<file path="src/rtl/negate_pkg.sv">
// negate_pkg -- shared definitions for the negate_arbiter slice.
//   state_t        : FSM encoding (ST_IDLE = no result held, ST_RESP = result held)
//   PORT0 / PORT1  : requester ids (0 = ALU subtract operand, 1 = branch/jump offset)
//   DEFAULT_WIDTH  : default operand/result width
package negate_pkg;

    typedef enum logic {
        ST_IDLE = 1'b0,
        ST_RESP = 1'b1
    } state_t;

    localparam logic PORT0 = 1'b0;
    localparam logic PORT1 = 1'b1;

    localparam int DEFAULT_WIDTH = 8;

endpackage

</file>
<file path="src/rtl/rr_arbiter2.sv">
// rr_arbiter2 -- combinational two-way round-robin grant.
// Ports:
//   valid0, valid1 : in  request present on port 0 / port 1
//   last           : in  port that won the previous accept
//   winner         : out port granted this cycle (PORT0 when nobody requests;
//                        callers qualify it with the VALIDs)
module rr_arbiter2
    import negate_pkg::*;
(
    input  logic valid0,
    input  logic valid1,
    input  logic last,
    output logic winner
);

    // NOTE: every branch assigns winner, so always_comb infers pure logic
    // rather than a latch holding the previous value.
    always_comb begin
        if (valid0 && valid1) begin
            // On a tie the port that did not win last time gets its turn.
            winner = (last == PORT0) ? PORT1 : PORT0;
        end else if (valid1) begin
            winner = PORT1;
        end else begin
            winner = PORT0;
        end
    end

endmodule

</file>
<file path="src/rtl/negate_arbiter.sv">
// negate_arbiter -- shares one two's-complement unit between two requesters
// (port 0: ALU subtract operand, port 1: branch/jump offset) with round-robin
// arbitration and a held, registered response.
// Optional feature macro: NEG_OVF_FLAG_EN (adds RSP_OVF, set when the most
// negative value is negated).
// Ports:
//   CLK, RESET_N            : clock, asynchronous active-low reset
//   REQx_VALID/DATA/NEG     : in  request, operand, 1 = negate / 0 = pass through
//   REQx_READY              : out request accepted on this edge when VALID & READY
//   RSPx_VALID              : out result pending for port x
//   RSPx_READY              : in  port x takes the result on this edge
//   RSP_DATA                : out shared result, qualified by RSPx_VALID
//   RSP_OVF                 : out overflow flag (NEG_OVF_FLAG_EN only)
module negate_arbiter
    import negate_pkg::*;
#(
    parameter int WIDTH = DEFAULT_WIDTH
) (
    input  logic             CLK,
    input  logic             RESET_N,
    input  logic             REQ0_VALID,
    input  logic [WIDTH-1:0] REQ0_DATA,
    input  logic             REQ0_NEG,
    output logic             REQ0_READY,
    input  logic             REQ1_VALID,
    input  logic [WIDTH-1:0] REQ1_DATA,
    input  logic             REQ1_NEG,
    output logic             REQ1_READY,
    output logic             RSP0_VALID,
    input  logic             RSP0_READY,
    output logic             RSP1_VALID,
    input  logic             RSP1_READY,
    output logic [WIDTH-1:0] RSP_DATA
`ifdef NEG_OVF_FLAG_EN
    ,
    output logic             RSP_OVF
`endif
);

    localparam logic [WIDTH-1:0] ONE = WIDTH'(1);

    state_t           state;
    logic             owner;
    logic             last;
    logic             winner;
    logic             owner_ready;
    logic             can_accept;
    logic             accept;
    logic [WIDTH-1:0] sel_data;
    logic             sel_neg;
    logic [WIDTH-1:0] result;

    rr_arbiter2 u_arb (
        .valid0 (REQ0_VALID),
        .valid1 (REQ1_VALID),
        .last   (last),
        .winner (winner)
    );

    always_comb begin
        owner_ready = (owner == PORT1) ? RSP1_READY : RSP0_READY;
        // A new request may enter when nothing is held, or when the held result
        // leaves on this same edge (back-to-back, no idle bubble).
        can_accept  = (state == ST_IDLE) || owner_ready;
        REQ0_READY  = REQ0_VALID && (winner == PORT0) && can_accept;
        REQ1_READY  = REQ1_VALID && (winner == PORT1) && can_accept;
        accept      = REQ0_READY || REQ1_READY;
        sel_data    = (winner == PORT1) ? REQ1_DATA : REQ0_DATA;
        sel_neg     = (winner == PORT1) ? REQ1_NEG  : REQ0_NEG;
        // Result wraps at WIDTH: negating 0 gives 0, the most negative value maps to itself.
        result      = sel_neg ? (~sel_data + ONE) : sel_data;
    end

    // Valid flags decode straight from registered state, so they never glitch
    // on request-side inputs.
    assign RSP0_VALID = (state == ST_RESP) && (owner == PORT0);
    assign RSP1_VALID = (state == ST_RESP) && (owner == PORT1);

    // NOTE: state registers use non-blocking assignments so every flop samples
    // the pre-edge values, independent of statement order.
    always_ff @(posedge CLK or negedge RESET_N) begin
        if (!RESET_N) begin
            state    <= ST_IDLE;
            owner    <= PORT0;
            last     <= PORT1;   // port 0 wins the first tie after reset
            RSP_DATA <= '0;
        end else if (accept) begin
            state    <= ST_RESP;
            owner    <= winner;
            last     <= winner;
            RSP_DATA <= result;
        end else if ((state == ST_RESP) && owner_ready) begin
            state    <= ST_IDLE;
        end
    end

`ifdef NEG_OVF_FLAG_EN
    localparam logic [WIDTH-1:0] MOST_NEG = {1'b1, {(WIDTH-1){1'b0}}};

    always_ff @(posedge CLK or negedge RESET_N) begin
        if (!RESET_N) begin
            RSP_OVF <= 1'b0;
        end else if (accept) begin
            RSP_OVF <= sel_neg && (sel_data == MOST_NEG);
        end
    end
`endif

endmodule

</file>
<file path="config.mk">
export PLATFORM = sky130hd
export DESIGN_NAME = negate_arbiter
export DESIGN_NICKNAME = d
export VERILOG_FILES = /design/src/rtl/negate_pkg.sv /design/src/rtl/rr_arbiter2.sv /design/src/rtl/negate_arbiter.sv
export SDC_FILE = /design/constraint.sdc
export NUM_CORES = 1
export LEC_CHECK = 0
export BUFFER_PORTS_ARGS = -buffer_cell sky130_fd_sc_hd__buf_4
export CORE_UTILIZATION = 40
export DETAILED_ROUTE_END_ITERATION = 16
export PLACE_DENSITY_LB_ADDON = 0.3
export RECOVER_POWER = 50
export SYNTH_ARGS = -nofsm -noshare
export SYNTH_HDL_FRONTEND = slang
export SYNTH_SLANG_ARGS = --single-unit
</file>
<file path="constraint.sdc">
create_clock -name CLK -period 2.7 [get_ports CLK]
set_input_delay 0.135 -clock CLK [delete_from_list [all_inputs] [get_ports CLK]]
set_output_delay 0.135 -clock CLK [all_outputs]
set_load 0.01 [all_outputs]
</file>
==> impl_metrics.json <==
{
  "synth_seq_cells": 11,
  "overflow": 0,
  "yosys_warnings": 0,
  "ir_worst_vdd_mv": 0.414,
  "cts_resized": 0,
  "crit_chain": "a21bo_2, mux2_2, or2_2, o311ai_0",
  "cts_tree": "done",
  "fin_setup_tns_ns": 0,
  "dr.pass1.iters": 4,
  "clk_latency_ns": 0.27,
  "post-place-ws_ns": 0.769,
  "htree_levels": 1,
  "clk_pin_slew_worst_paths_ns": 0.08,
  "grt_max_degree": 15,
  "clock_sinks": 11,
  "status": "complete, no violations",
  "clockRootBuffer": "clkbuf_4",
  "endpoint_kind": "flip-flop",
  "top_level_ports": 36,
  "synth_ff_type": "dfrtp_1",
  "synth_fp_nets": 113,
  "setup_viol": 0,
  "ant_nets": 0,
  "power.leakage_nw": 0.509,
  "cp_slowest_cell": "dfstp_2",
  "wl_per_cell_um": 13.8,
  "worstReg2RegStart": "last",
  "die-area_um2": 2220,
  "row_count": 15,
  "worstSetupStartpointType": "flip-flop",
  "area_delta_synth_final_pct": 36.4,
  "grt_pass1_vias": 723,
  "rsz0062_at_grt": "false",
  "crit_buf_inv": 0,
  "wirelength_mm": 2.10,
  "seq_area_frac_synth_pct": 33.9,
  "drc": 0,
  "setup_slack_ns": 0.760,
  "dp_hpwl_mm": 1.69,
  "crit_start": "last",
  "portBuffers": 35,
  "critPathKind": "reg2reg",
  "syn_inst": 89,
  "grt_pass1_wl_mm": 3.17,
  "track_usage_pct": 21.0,
  "initial_core_util_pct": 44.8,
  "antenna_cells": 0,
  "vias_per_cell": 5.42,
  "fmax_mhz": 516,
  "synth-edff-count": 0,
  "cp.arrival_ns": 2.10,
  "antenna_found_initial": 0,
  "required_ns": 2.86,
  "clock_path_buffers": 2,
  "power.density_cell_area_nw_per_um2": 756,
  "vias": 824,
  "synth_area_per_cell_um2": 9.17,
  "post-route-min-period_ns": 1.94,
  "worstHoldStart": "REQ0_DATA[0]",
  "initialDrtViolationCount": 8,
  "critPathTopFamily": "compound AO/OA/AOI/OAI gates",
  "critical_path.max_stage_delay_ns": 0.58,
  "die_h_um": 47.2,
  "maxSlewHeadroom_pct": 56.8,
  "core_area_um2": 1820,
  "gp_congestion": 0.809,
  "cts_buffers": 3,
  "max_cap_viol_count": 0,
  "period_share_pct": 71.8,
  "hold_viol": 0,
  "worstMarginPinSlew_ns": 0.648,
  "layout-drive-gt1-share_pct": 32.3,
  "fin_nets": 152,
  "fillers": 180,
  "async_flop_share_pct": 100,
  "synth.cell_area_um2": 816,
  "clock-skew-final_ns": 0.00185,
  "fin_util_pct": 61.1,
  "synth.distinct_cells": 33,
  "slew_violations": 0,
  "hold_class": "in2reg",
  "crit_fanout": 12,
  "die_width_um": 47.2
}
-- worst reg2reg max path: stages (launching register included) --
cell and delay, ns:
dfstp_2 0.58, a21bo_2 0.33, mux2_2 0.38, or2_2 0.26
o311ai_0 0.27
-- stage by stage --
step	area, um^2	std cells	total power, mW	hold slack [ns]
2_1_floorplan	816	89	0.558	-0.161
3_3_place_gp	1100	147	0.757	-0.0203
3_5_place_dp	1100	147	0.770	-0.0151
4_1_cts	1140	152	0.891	0.150
5_1_grt	1110	152	0.920	0.158
6_report	1110	152	0.841	0.159
-- flip-flops by register name (all words and copies together) (netlist names) --
name and cells:
RSP_DATA 8, owner 1, last 1, state 1
-- worst paths after layout --
check	endpoint	slack, ns	cells past startpoint
setup reg to reg	RSP_DATA[7]	0.76	4
max in group asynchronous	RSP_DATA[7]	1.88	2
hold reg to reg	RSP_DATA[3]	0.49	2
hold / removal	RSP_DATA[0]	0.16	3
min in group asynchronous	owner	0.40	2
setup / recovery	RSP_DATA[7]	0.76	4
-- layer usage --
layer | GRT usage, % | up-vias | wire [um] | part of all wire [%]
li1 | - | 422 | - | -
met1 | 26.3 | 370 | 888 | 42
met2 | 35.0 | 30 | 1080 | 51
met3 | 4.62 | 2 | 106 | 5.1
met4 | 8.57 | 0 | 26 | 1.2
met5 | 0 | - | 0 | 0
-- timing repair --
action,4_1_cts,5_1_grt
setup buffers,0,0
hold buffers,1,0
endpoints found under the hold margin,11,0
-- cells in the mapped netlist (2+ instances only) --
cell type / n / share of area [%]
a31oi_1: 2 / 1.5
nand2_1: 13 / 6.0
nor2_1: 5 / 2.3
and2_1: 2 / 1.5
or4_1: 4 / 3.7
or3_1: 2 / 1.5
a21oi_1: 2 / 1.2
mux2i_1: 7 / 8.6
nor2b_1: 2 / 1.5
o21ai_0: 2 / 1.2
nor4_1: 3 / 2.3
o31ai_1: 5 / 4.6
mux2_2: 4 / 5.5
a21o_1: 2 / 1.8
nor3_1: 2 / 1.2
o311ai_0: 2 / 2.1
xnor2_1: 4 / 4.3
or2_2: 2 / 1.5
dfrtp_1: 10 / 31
-- power by group --
group	switching (mW)	leakage (nW)	internal, mW
Clock	0.0600	0.0177	0.0548
Sequential	0.0591	0.129	0.252
Combinational	0.214	0.362	0.201
-- final cells by class --
class,count,area (um^2),share of cell area (%)
Multi-Input combinational cell,76,531,47.7
Tap cell,25,31.3,2.81
Timing Repair Buffer,36,246,22.2
Clock buffer,3,22.5,2.02
Sequential cell,11,277,24.9
Clock inverter,1,5.00,0.450
-- placed cells by master, fill, tap and decap left out, types with 2 or more instances in the layout --
| cell | synthesis | final |
|---|---|---|
| nor2_1 | 5 | 5 |
| xnor2_1 | 4 | 4 |
| dfrtp_1 | 10 | 10 |
| nor2b_1 | 2 | 2 |
| o311ai_0 | 2 | 2 |
| clkbuf_1 | 1 | 7 |
| or2_2 | 2 | 2 |
| a21o_1 | 2 | 2 |
| a21oi_1 | 2 | 2 |
| buf_4 | 0 | 28 |
| mux2_2 | 4 | 4 |
| or3_1 | 2 | 2 |
| clkbuf_4 | 0 | 3 |
| o21ai_0 | 2 | 2 |
| mux2i_1 | 7 | 7 |
| nor4_1 | 3 | 3 |
| o31ai_1 | 5 | 5 |
| or4_1 | 4 | 4 |
| and2_1 | 2 | 2 |
| nor3_1 | 2 | 2 |
| a31oi_1 | 2 | 2 |
| nand2_1 | 13 | 13 |
-- logic make-up after synthesis --
kind of cell / count (synthesis) / synth area share (%)
buf+inv: 2 / 1.07
simple gates: 40 / 26.4
xor+xnor: 4 / 4.29
flops: 11 / 33.9
mux: 11 / 14.1
compound gates: 21 / 20.2
Power figures use the tool's default switching activity.
